## config.mk

```make
export PLATFORM = sky130hd
export DESIGN_NAME = mem_addr_seq
export DESIGN_NICKNAME = d
export VERILOG_FILES = /design/src/rtl/mem_addr_seq.sv
export SDC_FILE = /design/constraint.sdc
export NUM_CORES = 1
export LEC_CHECK = 0
export BUFFER_PORTS_ARGS = -buffer_cell sky130_fd_sc_hd__buf_2
export CAP_MARGIN = 20
export CORE_MARGIN = 10
export CORE_UTILIZATION = 26
export DETAILED_ROUTE_END_ITERATION = 8
export PLACE_DENSITY_LB_ADDON = 0.08
export SLEW_MARGIN = 25
export SYNTH_ARGS = -nofsm -noshare
export SYNTH_HDL_FRONTEND = slang
export SYNTH_SLANG_ARGS = --single-unit
export TNS_END_PERCENT = 100
```

## constraint.sdc

```tcl
create_clock -name clk -period 2.4 [get_ports clk]
set_clock_uncertainty 0.15 [all_clocks]
set_input_delay 0.36 -clock clk [delete_from_list [all_inputs] [get_ports clk]]
set_output_delay 0.36 -clock clk [all_outputs]
set_load 0.03 [all_outputs]
```

## src/rtl/mem_addr_seq.sv

```systemverilog
// mem_addr_seq: registered memory-address sequencer for the multicycle MIPS core.
// Chooses PC / exception vector / RD address / ALUOut on an accepted request,
// holds the address stable until the memory completes or the access times out,
// and keeps sticky pending-exception bits with bit 0 as the highest priority.
module mem_addr_seq #(
    parameter int ADDR_W   = 32,
    parameter int NUM_VEC  = 3,
    parameter int VEC_BASE = 253,
    parameter int TIMEOUT  = 15
) (
    input  logic              clk,
    input  logic              reset,
    input  logic [1:0]        sel,
    input  logic [ADDR_W-1:0] pc_src,
    input  logic [ADDR_W-1:0] rd_addr,
    input  logic [ADDR_W-1:0] alu_out,
    input  logic              req,
    input  logic              mem_ready,
    input  logic [NUM_VEC-1:0] exc_req,
    output logic [ADDR_W-1:0] mem_addr,
    output logic              mem_valid,
    output logic              busy,
    output logic              done,
    output logic [NUM_VEC-1:0] exc_pending,
    output logic [3:0]        exc_cause,
    output logic              err,
    output logic [1:0]        err_code
);

    // Source select encoding
    localparam logic [1:0] SEL_PC  = 2'b00;
    localparam logic [1:0] SEL_VEC = 2'b01;
    localparam logic [1:0] SEL_RD  = 2'b10;
    localparam logic [1:0] SEL_ALU = 2'b11;

    // Error codes
    localparam logic [1:0] ERR_NONE    = 2'b00;
    localparam logic [1:0] ERR_NO_VEC  = 2'b01;
    localparam logic [1:0] ERR_TIMEOUT = 2'b10;

    // The counter holds completed WAIT cycles; the cycle in which it equals
    // CNT_LAST is the TIMEOUT-th WAIT cycle, and mem_ready there still wins.
    localparam logic [7:0] CNT_LAST = 8'(TIMEOUT - 1);

    typedef enum logic [0:0] {
        ST_IDLE = 1'b0,
        ST_WAIT = 1'b1
    } state_t;

    state_t              state_q, state_d;
    logic [7:0]          cnt_q, cnt_d;
    logic [ADDR_W-1:0]   mem_addr_q, mem_addr_d;
    logic                mem_valid_q, mem_valid_d;
    logic                done_q, done_d;
    logic [NUM_VEC-1:0]  exc_pending_q, exc_pending_d;
    logic [3:0]          exc_cause_q, exc_cause_d;
    logic                err_q, err_d;
    logic [1:0]          err_code_q, err_code_d;
    logic                vec_acc_q, vec_acc_d;
    logic [3:0]          vec_idx_q, vec_idx_d;

    logic [NUM_VEC-1:0]  pend_clr;
    logic [3:0]          pick_idx;

    // Index of the lowest set bit (highest-priority pending exception).
    function automatic logic [3:0] lowest_set(input logic [NUM_VEC-1:0] bits);
        logic [3:0] idx;
        logic       found;
        idx   = 4'd0;
        found = 1'b0;
        for (int i = 0; i < NUM_VEC; i++) begin
            if (!found && bits[i]) begin
                idx   = 4'(i);
                found = 1'b1;
            end
        end
        return idx;
    endfunction

    // Vector address: base plus index, silently truncated to ADDR_W bits.
    function automatic logic [ADDR_W-1:0] vec_addr(input logic [3:0] idx);
        return ADDR_W'(VEC_BASE) + ADDR_W'(idx);
    endfunction

    // One-hot clear mask for the pending bit served by a vector access.
    function automatic logic [NUM_VEC-1:0] idx_mask(input logic [3:0] idx);
        logic [NUM_VEC-1:0] m;
        m = '0;
        for (int i = 0; i < NUM_VEC; i++) begin
            m[i] = (idx == 4'(i));
        end
        return m;
    endfunction

    assign pick_idx = lowest_set(exc_pending_q);

    // State register and all datapath/status flops, asynchronously cleared.
    always_ff @(posedge clk or negedge reset) begin
        if (!reset) begin
            state_q       <= ST_IDLE;
            cnt_q         <= '0;
            mem_addr_q    <= '0;
            mem_valid_q   <= 1'b0;
            done_q        <= 1'b0;
            exc_pending_q <= '0;
            exc_cause_q   <= '0;
            err_q         <= 1'b0;
            err_code_q    <= ERR_NONE;
            vec_acc_q     <= 1'b0;
            vec_idx_q     <= '0;
        end else begin
            state_q       <= state_d;
            cnt_q         <= cnt_d;
            mem_addr_q    <= mem_addr_d;
            mem_valid_q   <= mem_valid_d;
            done_q        <= done_d;
            exc_pending_q <= exc_pending_d;
            exc_cause_q   <= exc_cause_d;
            err_q         <= err_d;
            err_code_q    <= err_code_d;
            vec_acc_q     <= vec_acc_d;
            vec_idx_q     <= vec_idx_d;
        end
    end

    // Next-state, address capture, completion/timeout and pending-bit update.
    always_comb begin
        state_d     = state_q;
        cnt_d       = cnt_q;
        mem_addr_d  = mem_addr_q;
        mem_valid_d = mem_valid_q;
        done_d      = 1'b0;
        exc_cause_d = exc_cause_q;
        err_d       = err_q;
        err_code_d  = err_code_q;
        vec_acc_d   = vec_acc_q;
        vec_idx_d   = vec_idx_q;
        pend_clr    = '0;

        case (state_q)
            ST_IDLE: begin
                mem_valid_d = 1'b0;
                cnt_d       = '0;
                if (req) begin
                    err_d      = 1'b0;
                    err_code_d = ERR_NONE;
                    case (sel)
                        SEL_PC: begin
                            mem_addr_d  = pc_src;
                            mem_valid_d = 1'b1;
                            vec_acc_d   = 1'b0;
                            state_d     = ST_WAIT;
                        end
                        SEL_RD: begin
                            mem_addr_d  = rd_addr;
                            mem_valid_d = 1'b1;
                            vec_acc_d   = 1'b0;
                            state_d     = ST_WAIT;
                        end
                        SEL_ALU: begin
                            mem_addr_d  = alu_out;
                            mem_valid_d = 1'b1;
                            vec_acc_d   = 1'b0;
                            state_d     = ST_WAIT;
                        end
                        SEL_VEC: begin
                            if (exc_pending_q != '0) begin
                                mem_addr_d  = vec_addr(pick_idx);
                                exc_cause_d = pick_idx;
                                vec_idx_d   = pick_idx;
                                vec_acc_d   = 1'b1;
                                mem_valid_d = 1'b1;
                                state_d     = ST_WAIT;
                            end else begin
                                // Nothing to vector to: report and stay idle,
                                // leaving the previous address on the bus.
                                err_d      = 1'b1;
                                err_code_d = ERR_NO_VEC;
                            end
                        end
                        default: begin
                            state_d = ST_IDLE;
                        end
                    endcase
                end
            end

            ST_WAIT: begin
                if (mem_ready) begin
                    done_d      = 1'b1;
                    mem_valid_d = 1'b0;
                    cnt_d       = '0;
                    state_d     = ST_IDLE;
                    if (vec_acc_q) begin
                        pend_clr = idx_mask(vec_idx_q);
                    end
                end else if (cnt_q == CNT_LAST) begin
                    mem_valid_d = 1'b0;
                    cnt_d       = '0;
                    err_d       = 1'b1;
                    err_code_d  = ERR_TIMEOUT;
                    state_d     = ST_IDLE;
                end else begin
                    cnt_d = cnt_q + 8'd1;
                end
            end

            default: begin
                state_d     = ST_IDLE;
                mem_valid_d = 1'b0;
                cnt_d       = '0;
            end
        endcase

        // A new request on the same edge as the clear keeps the bit set.
        exc_pending_d = (exc_pending_q & ~pend_clr) | exc_req;
    end

    assign mem_addr    = mem_addr_q;
    assign mem_valid   = mem_valid_q;
    assign busy        = (state_q != ST_IDLE);
    assign done        = done_q;
    assign exc_pending = exc_pending_q;
    assign exc_cause   = exc_cause_q;
    assign err         = err_q;
    assign err_code    = err_code_q;

endmodule

```

Word level (Yosys, flattened, before mapping)
Index checks and enable logic that the tools add are counted.

Reduce and logical (&&, ||, !) cells: 11. Multiply operators: 0. $lt $le $gt $ge: 0. Muxes and demuxes: 37. Divide/modulo/power cells: 0. Equality and inequality tests: 11. Add/sub/neg operators: 2. Bitwise operators: 4. Shifts and indexed selects: 0.

Operators by type and width (number): $pmux W32 S4 (1); $mux W32 (1); $mux W1 (19); $mux W8 (2); $pmux W8 S2 (1); $pmux W1 S2 (5); $add A8 B4 Y9 const A (1); $mux W3 (3); $add A8 B1 Y8 const B (1); $eq A8 B4 Y1 const B (1); $mux W2 (4); $ne A2 B2 Y1 const B (3); $reduce_and A3 Y1 (2); $eq A2 B2 Y1 const B (2); $eq A4 B1 Y1 const B (1); $eq A4 B2 Y1 const B (1); $logic_not A4 Y1 (1); $pmux W2 S2 (1); $reduce_and A4 Y1 (1); $and A3 B3 Y3 (1); $ne A3 B2 Y1 const B (1); $not A3 Y3 (1); $or A3 B3 Y3 (1); $reduce_bool A3 Y1 (1); other kinds (7) (9).

Output and inout port bits: 45. Register bits after elaboration: 54. Input bits: 105. Bits in read-only memories: 0. Bits in writable memories: 0. Memories: 0. Bits in latches: 0.

Depth between registers and ports, before layout
Gate-level depths: netlist of run 1.

Word-level depth: 10. Gate-level depth with buffers: 6. Gate-level depth less buffers: 5.

Worst setup path after synthesis of run 1
OpenSTA, ideal clock, no wires.

Kind: register to register. From: reg exc_pending_q[0], in the netlist exc_pending[0]. To: reg mem_addr_q[1], in the netlist mem_addr[1]. Stages on the path, launching flop included: 6. Path buffers: 0. Arrival time: 1.881 ns. Path slack: 0.244 ns. Path through: dfrtp_1 > or2_2 > nor2_1 > ha_1 > mux4_2 > mux2_4.

Cells in the longest elaborated chain, start to end: 10. Elaborated cells between the ends (all ways): 14.

RTL lines: start, declared (RTL line 55) `logic [NUM_VEC-1:0] exc_pending_q, exc_pending_d;`; start signal, assigned (RTL line 117) `exc_pending_q <= exc_pending_d;`; $mux W1 * (RTL line 72) `if (!found && bits[i]) begin`; $logic_not A1 Y1 (RTL line 72); $logic_and A1 B1 Y1 (RTL line 72); $mux W1 * (RTL line 72); $logic_not A1 Y1 * (RTL line 72); $logic_and A1 B1 Y1 * (RTL line 72); $mux W2 * (RTL line 72); via pick_idx[1] (RTL line 63) `logic [3:0] pick_idx;`; $add A8 B4 Y9 * (RTL line 82) `return ADDR_W'(VEC_BASE) + ADDR_W'(idx);`; $mux W32 * (RTL line 167) `if (exc_pending_q != '0) begin`; $pmux W32 S4 * (RTL line 147) `case (sel)`; end signal, assigned (RTL line 114) `mem_addr_q <= mem_addr_d;`; end, declared (RTL line 52) `logic [ADDR_W-1:0] mem_addr_q, mem_addr_d;`.

The timed path passes the listed nets; every way through them passes the cells marked *. The select of a mux whose other input is x is not followed. A chain may end at the register's enable or synchronous reset.

Worst setup path after layout of run 1
Same ends and word-level chain as after synthesis.

==> impl_metrics.toml, run 1 <==
[power_and_ir_drop]
leakage_nw = 2.05
pwr_density_cell_mw_per_mm2 = 740
ir_worst_vdd_mv = 0.303

[sta]
slew_violations = 0
fin_crit_ps = 2090
worstMarginPinSlew_ps = 933
hold-worst-slack_ps = 106
setup_tns_ps = 0
setup_viol = 0
layout_worst_path_cycle_share = 0.870
worst_slew_margin_rel = 0.378
hold_violations = 0
rsz0062_at_grt = "no"
clock.fmax_mhz = 479

[clock_tree]
cts_inserted_buffers = 5
cts_buffer_depth = 2
clock_latency_ps = 290
cts_tree = "built"
clkTransAtPathRegs_ps = 70
clock-root-buffer = "clkbuf_16"
numClockSinks = 52
htreeDepth = 2

[drt]
routed_wl_mm = 9.05
viasPerCell = 4.55
drt-met1-wl_mm = 3.88
drt_iter0_drc = 54
drc = 0
wl_met2_mm = 4.48
ant_nets = 0
highest_layer = "met4"
vias = 2402
detail_route.first_pass.iterations = 4
wl_per_cell_um = 17.1
wl_met3_um = 643

[setup_path]
path_class = "flop to flop"
timing.rr.start = "exc_pending[0]"
cp_max_fo = 6
crit_path_end_kind = "flop"
rr_endpoint = "mem_addr[1]"
r2r_slack_ps = 310
cp-start-kind = "flop"
cp.arrival_ps = 2110
required_ps = 2420
r2r_cells = 5

[yosys]
synth.most_common_cell = "dfrtp_1"
ys_ff_latch = 52
yosys.area.top_type_share = 0.442
yosys.area.top_type = "dfrtp_1"
ys_types = 45
synth_area_mm2 = 0.00295
synth_cells = 241
synth_edf_count = 0
avgSynthCellArea_um2 = 12.2
synthArstFlopShare = 1.00
ys_seq_area_frac = 0.442
yosysWarningCount = 0
synth-main-ff-cell = "dfrtp_1"
ys_top_cells_by_count = "dfrtp_1 (52), mux2i_1 (29), mux2_4 (23), o2bb2ai_1 (23), inv_1 (13)"
synth.area.top_cells = "dfrtp_1 (44%), mux2_4 (12%), mux2i_1 (9.9%), o2bb2ai_1 (6.8%), mux2_2 (3.4%)"

[finish]
area_growth_pct = 36.3
fin_nets = 495
fin_cells = 528
diodes = 0
drive_above_1_share = 0.523
nFillCells = 1116
regArea_mm2 = 0.00130
multi_input_area_mm2 = 0.00149

[die]
ios = 150
num_rows = 38
dieArea_mm2 = 0.0160
die_w_um = 126
coreArea_mm2 = 0.0110
start_util = 0.268
die_h_um = 126

[worst_hold_path]
min_path_type = "primary input to flop"
holdPathEnd = "exc_pending[2]"
holdCritStartpoint = "exc_req[2]"
holdPathStages = 2

[run_status]
status = "completed"

[placement]
globalplace.congestion = 0.792
hpwl_mm = 7.02
place_inst = 519
io_buffer_count = 147

[flow_run]
cap_violations = 0

[global_route]
grt_start_max_net_pins = 31
grt-ovfl-total = 0
grt_usage = 0.106
grt_antenna_before_repair = 0
grt_pass1_wl_mm = 14.1
grt_pass1_vias = 2649
[layer usage]
layer  track usage  vias to the layer above
met3        0.0346                        4
met4        0.0188                        0
met1         0.123                     1149
li1              -                     1175
met2         0.190                       74
met5             0                        -
[registers in the layout, indices dropped and copies added, names as in the netlist]
signal       count
err_code         2
busy             1
vec_acc_q        1
vec_idx_q        2
mem_valid        1
exc_pending      3
done             1
cnt_q            8
err              1
mem_addr        32
[logic make-up after synthesis]
group	count (synthesis)	synth area share
multiplexers	64	0.273
XOR/XNOR	3	0.00892
AND/OR/NAND/NOR	36	0.0714
flip-flops	52	0.442
adder cells (fa/ha/maj)	3	0.0127
buffers and inverters	31	0.0552
AO/OA/AOI/OAI	51	0.136
other	1	0.00127
[what timing repair did]
item	in CTS	in global routing
endpoints found under the hold margin	22	0
hold buffers	1	0
gates resized for setup	0	0
endpoints found under the setup margin	0	0
setup buffers	0	0
[through the flow]
step	worst slack [ps]	instance area, um^2	util	total power [mW]
after floorplan	244	2950	-	1.80
after global placement	362	3830	0.348	2.15
after detailed placement	316	3830	0.348	2.15
after CTS	302	4020	0.366	3.03
after global routing	252	4020	0.366	3.14
final	313	4020	0.366	2.97
[critical path, cell delays in order, from the launching register on]
cell	delay, ps
dfrtp_1	460
or2_2	330
nor2_1	90
ha_1	230
mux4_2	450
mux2_4	260
[cell usage in the layout (no fill, tap or decap), types with 2 or more instances in the layout]
master     synthesis  routed
dfrtp_1           52      52
mux4_2             3       3
buf_12             0       2
clkbuf_16          0       5
or3_1              4       4
buf_2              7     147
and2_1             2       2
nand2b_1           4       4
mux2i_1           29      29
mux2_4            23      23
buf_4              4       5
a21o_1             2       2
xor2_1             2       2
inv_1             13      13
nor2_1             7       7
o2bb2ai_1         23      23
conb_1             1       2
a21oi_1            6       6
o22ai_1            7       7
nand3_1            6       6
o21ai_0            4       4
mux2_2             9       9
nand2_1            4       4
ha_1               3       3
[cell type report]
type                            count  share of cell area
Multi-Input combinational cell    159               0.370
Sequential cell                    52               0.324
Timing Repair Buffer              155               0.205
Tap cell                          140              0.0436
Clock buffer                        6              0.0346
Inverter                           14              0.0131
Clock inverter                      2             0.00966
[power by group]
group / leakage (nW) / total, mW / switching [mW] / internal [mW]
logic: 1.32 / 1.00 / 0.589 / 0.412
registers: 0.640 / 1.12 / 0.0894 / 1.03
clock network: 0.0871 / 0.851 / 0.328 / 0.523
total: 2.05 / 2.97 / 1.01 / 1.96
[worst max path at each step]
stage,cells past startpoint,slack [ps],endpoint,from
4_1_cts,5,300,mem_addr[1],exc_pending[0]
3_3_place_gp,5,360,mem_addr[1],exc_pending[0]
6_report,5,310,mem_addr[1],exc_pending[0]
5_1_grt,5,250,mem_addr[1],exc_pending[0]
3_5_place_dp,5,320,mem_addr[1],exc_pending[0]
2_1_floorplan,5,240,mem_addr[1],exc_pending[0]
No activity file was read; power rests on OpenSTA's default activity.
==> inputs of run 2 (changes only) <==
==> constraint.sdc (replaced) <==
create_clock -name clk -period 1.9 [get_ports clk]
set_clock_uncertainty 0.15 [all_clocks]
set_input_delay 0.285 -clock clk [delete_from_list [all_inputs] [get_ports clk]]
set_output_delay 0.285 -clock clk [all_outputs]
set_load 0.03 [all_outputs]
==> run 2 against run 1 <==
Highest routed layer unchanged. Die area is the same. Global-route usage grew 0.38 points. Sequential cell count is the same. Worst setup slack lost 350 ps. The flow now finishes with violations (negative setup slack). Critical path type unchanged. Largest power group unchanged. Non-clock buffer count grew 9. Hold slack lost 88 ps. Critical path depth is the same.
==> impl_metrics.toml, run 2 (synthesized netlist as in run 1, its figures left out) <==
[setup_path]
crit_path_max_incr_delay_ps = 450
crit_path_end_kind = "flop"
path_class = "flop to flop"
required_ps = 1930
cp_top_family = "multiplexers"
crit_chain = "or2_4 -> nor2_2 -> ha_1 -> mux4_2 -> mux2_4"
cp.arrival_ps = 1970
slowest_stage = "mux4_2"
cp-start-kind = "flop"
cp_max_fo = 4
cp_num_buf_inv = 0

[die]
die_h_um = 126
start_util = 0.268
die_w_um = 126
num_rows = 38
ios = 150
coreArea_mm2 = 0.0110
dieArea_mm2 = 0.0160

[clock_tree]
htreeDepth = 2
clock_latency_ps = 290
cts_setup_buffers = 0
cts_buffer_depth = 2
clock-root-buffer = "clkbuf_16"
cts_tree = "built"
numClockSinks = 52
cts_inserted_buffers = 5
clkTransAtPathRegs_ps = 70

[finish]
area_growth_pct = 37.8
nFillCells = 1118
layout_commonest_cell = "buf_2"
postLayoutCellArea_mm2 = 0.00406
largest_reg_flops = 32
diodes = 0
final_cell_mix = "buf_2 (147), dfrtp_1 (50), mux2i_1 (29)"
drive_above_1_share = 0.537
fin_nets = 504

[sta]
setup_viol = 1
setup_slack_ps = -34.9
layout_worst_path_cycle_share = 1.02
fin_crit_ps = 1930
hold_violations = 0
slew_violations = 0
clock.fmax_mhz = 517
setup_tns_ps = -34.9
rsz0062_at_grt = "yes"

[drt]
wl_per_cell_um = 16.9
drt_iter0_drc = 44
routed_wl_mm = 9.10
vias = 2418
detail_route.first_pass.iterations = 4
ant_nets = 0
drc = 0
viasPerCell = 4.50

[run_status]
status = "finished with violations"
failed_checks = "negative setup slack"

[placement]
io_buffer_count = 147
globalplace.congestion = 0.787
hpwl_mm = 7.23
placed_area_mm2 = 0.00390

[flow_run]
cap_violations = 0

[worst_hold_path]
min_path_type = "primary input to flop"

[global_route]
grt_usage = 0.110
grt_antenna_before_repair = 0
grt_pass1_vias = 2708
grt_pass1_wl_mm = 14.5
grt_start_max_net_pins = 32
grt-ovfl-total = 0

[power_and_ir_drop]
pwr_density_cell_mw_per_mm2 = 893
ir_worst_vdd_mv = 0.345
leakage_nw = 2.07
run 2: path summary, 6_finish.rpt:
check	slack, ps	cells past startpoint	end	startpoint
max	-30	5	mem_addr[1]	exc_pending[1]
min reg2reg	350	1	mem_addr[12]	mem_addr[12]
max in group asynchronous	950	3	mem_addr[9]	reset
min	20	2	exc_pending[1]	exc_req[1]
min in group asynchronous	380	3	mem_addr[17]	reset
max reg2reg	-30	5	mem_addr[1]	exc_pending[1]
run 2: power breakdown:
| part | internal (mW) | switching, mW |
|---|---|---|
| registers | 1.30 | 0.111 |
| logic | 0.531 | 0.754 |
| clock network | 0.527 | 0.400 |
| total | 2.36 | 1.27 |
run 2: metal layers:
metal,vias up,part of all wire,GRT usage
met3,5,0.098,0.0416
met2,81,0.47,0.181
met1,1136,0.43,0.136
met4,0,0.0065,0.0181
met5,-,0,0
li1,1196,-,-
run 2: stage by stage:
| stage | total power, mW | hold slack (ps) | worst slack [ps] | instances | util |
|---|---|---|---|---|---|
| 4_1_cts | 3.70 | 13.0 | -48.4 | 537 | 0.370 |
| 3_5_place_dp | 2.74 | 181 | -57.4 | 528 | 0.355 |
| 3_3_place_gp | 2.74 | 173 | -28.8 | 528 | 0.355 |
| 5_1_grt | 3.83 | 12.6 | -93.9 | 537 | 0.370 |
| 6_report | 3.62 | 18.2 | -34.9 | 537 | 0.370 |
| 2_1_floorplan | 2.27 | -161 | -134 | 242 | - |
run 2: area by class of cell:
class / instances / area, um^2 / area share
Multi-Input combinational cell: 159 / 1490 / 0.367
Sequential cell: 52 / 1300 / 0.321
Timing Repair Buffer: 164 / 891 / 0.219
Tap cell: 140 / 175 / 0.0432
Clock buffer: 8 / 146 / 0.0361
Inverter: 14 / 52.6 / 0.0129
run 2: timing repair:
item / 4_1_cts / 5_1_grt
hold buffers: 1 / 0
resized for setup: 1 / 0
endpoints found under the setup margin: 1 / 1
hold endpoints to repair: 52 / 0
==> inputs of run 3 (changes only) <==
--- a/config.mk
+++ b/config.mk
@@ -6,7 +6,7 @@
 export NUM_CORES = 1
 export LEC_CHECK = 0
 export BUFFER_PORTS_ARGS = -buffer_cell sky130_fd_sc_hd__buf_2
-export CAP_MARGIN = 20
+export CORE_ASPECT_RATIO = 0.9
 export CORE_MARGIN = 10
 export CORE_UTILIZATION = 26
 export DETAILED_ROUTE_END_ITERATION = 8
==> constraint.sdc (replaced) <==
create_clock -name clk -period 1.7 [get_ports clk]
set_clock_uncertainty 0.15 [all_clocks]
set_input_delay 0.255 -clock clk [delete_from_list [all_inputs] [get_ports clk]]
set_output_delay 0.255 -clock clk [all_outputs]
set_load 0.03 [all_outputs]
==> run 3 against run 2 <==
The flow still finishes with violations (negative setup slack). Largest cell class unchanged. Register-to-register slack lost 190 ps. Sequential power increased by 11%. Global-route usage rose by 0.16 points. Sequential share of layout area shrank 1.6 points. Final area is 5.4% higher. Utilization grew 2.1 points. Hold slack better by 120 ps. Maximum frequency is 0.59% higher. Non-clock buffer count grew 13.
==> impl_metrics.toml, run 3 (synthesized netlist as in run 1, its figures left out) <==
[global_route]
grt_usage = 0.112
grt_pass1_wl_mm = 14.7
grt-ovfl-total = 0
grt_pass1_vias = 2780
grt_start_max_net_pins = 53
grt_antenna_before_repair = 0

[drt]
vias = 2487
drc = 0
wl_per_cell_um = 16.2
viasPerCell = 4.43
ant_nets = 0
detail_route.first_pass.iterations = 4
routed_wl_mm = 9.08
drt_iter0_drc = 58

[power_and_ir_drop]
power.switching_mw = 1.41
pwr_density_cell_mw_per_mm2 = 998
power_frac_clock = 0.285
leakage_nw = 2.18
power.internal_mw = 2.86
combPwrFrac = 0.347
netSwitchingFraction = 0.331
finalPower_mw = 4.27
pwr-share-seq = 0.368
ir_worst_vdd_mv = 0.463

[placement]
place_inst = 549
placed_area_mm2 = 0.00402
io_buffer_count = 147
hpwl_mm = 7.11
preCtsSetupSlack_ps = -240
globalplace.congestion = 0.703

[clock_tree]
numClockSinks = 52
cts_tree = "built"
clock_latency_ps = 290
cts_inserted_buffers = 5
htreeDepth = 2
clkTransAtPathRegs_ps = 70
cts_buffer_depth = 2
clock-root-buffer = "clkbuf_16"

[run_status]
failed_checks = "negative setup slack"
status = "finished with violations"

[flow_run]
cap_violations = 0

[die]
ios = 150
die_w_um = 132
dieArea_mm2 = 0.0160
start_util = 0.269
die_h_um = 121
coreArea_mm2 = 0.0109
num_rows = 36

[sta]
layout_worst_path_cycle_share = 1.13
setup_viol = 30
clock.fmax_mhz = 520
hold_violations = 0
fin_crit_ps = 1920
rsz0062_at_grt = "yes"
setup_slack_ps = -224
slew_violations = 0

[setup_path]
r2r_slack_ps = -220
crit_path_end_kind = "flop"
path_class = "flop to flop"
cp.arrival_ps = 1950
timing.rr.start = "exc_pending[0]"
cp_max_fo = 2
required_ps = 1720
cp-start-kind = "flop"
critPathLaunch = "exc_pending[0]"

[finish]
postLayoutCellArea_mm2 = 0.00428
fin_cells = 562
diodes = 0
multi_input_area_mm2 = 0.00151
fin_util = 0.391
final_cell_mix = "buf_2 (147), dfrtp_1 (48), mux2i_1 (28)"
regArea_mm2 = 0.00131
drive_above_1_share = 0.561
layout_commonest_cell = "buf_2"
area_growth_pct = 45.2
nFillCells = 1088
fin_nets = 517
largest_reg_flops = 32

[worst_hold_path]
holdCritStartpoint = "alu_out[3]"
min_path_type = "primary input to flop"
[run 3: worst max-delay path: stages (launching register included)]
cell     delay [ps]
dfrtp_2         400
or2_4           250
nor2_2           80
ha_1            220
mux4_2          450
mux2_4          260
[run 3: repair_timing]
item                                    CTS  global route
endpoints found under the setup margin   30            33
pin swaps                                 0             0
resized for setup                         5             2
endpoints found under the hold margin    55             0
buffers inserted                          1             0
hold buffers                              4             0
[run 3: worst paths after layout]
| kind | endpoint | cells past startpoint |
|---|---|---|
| min | mem_addr[3] | 3 |
| min in group asynchronous | mem_addr[17] | 3 |
| min reg2reg | mem_addr[20] | 1 |
| max reg2reg | mem_addr[1] | 5 |
| max | mem_addr[1] | 5 |
| max in group asynchronous | exc_pending[1] | 3 |
[run 3: area by class of cell]
class	instances	area share
Clock buffer	7	0.0357
Clock inverter	1	0.00702
Inverter	14	0.0123
Multi-Input combinational cell	159	0.353
Sequential cell	52	0.305
Tap cell	152	0.0445
Timing Repair Buffer	177	0.242
[run 3: power by group through the flow]
| stage | sequential (mW) | combinational (mW) | clock, mW |
|---|---|---|---|
| global route | 1.61 | 1.59 | 1.31 |
| global placement | 1.60 | 1.48 | 0 |
| finish | 1.57 | 1.48 | 1.22 |
| detailed placement | 1.59 | 1.49 | 0 |
| floorplan | 2.03 | 0.519 | 0 |
| CTS | 1.57 | 1.51 | 1.26 |
[run 3: layer usage]
layer / track usage / vias to the layer above / part of all wire
met3: 0.0319 / 5 / 0.057
li1: - / 1222 / -
met5: 0 / - / 0
met2: 0.191 / 87 / 0.49
met1: 0.139 / 1173 / 0.45
met4: 0.0206 / 0 / 0.0051
[run 3: metrics by stage]
stage / TNS (ps) / hold slack [ps]
2_1_floorplan: -449 / -191
3_3_place_gp: -2780 / 129
5_1_grt: -6380 / 157
6_report: -3720 / 141
3_5_place_dp: -2920 / 122
4_1_cts: -3410 / 135
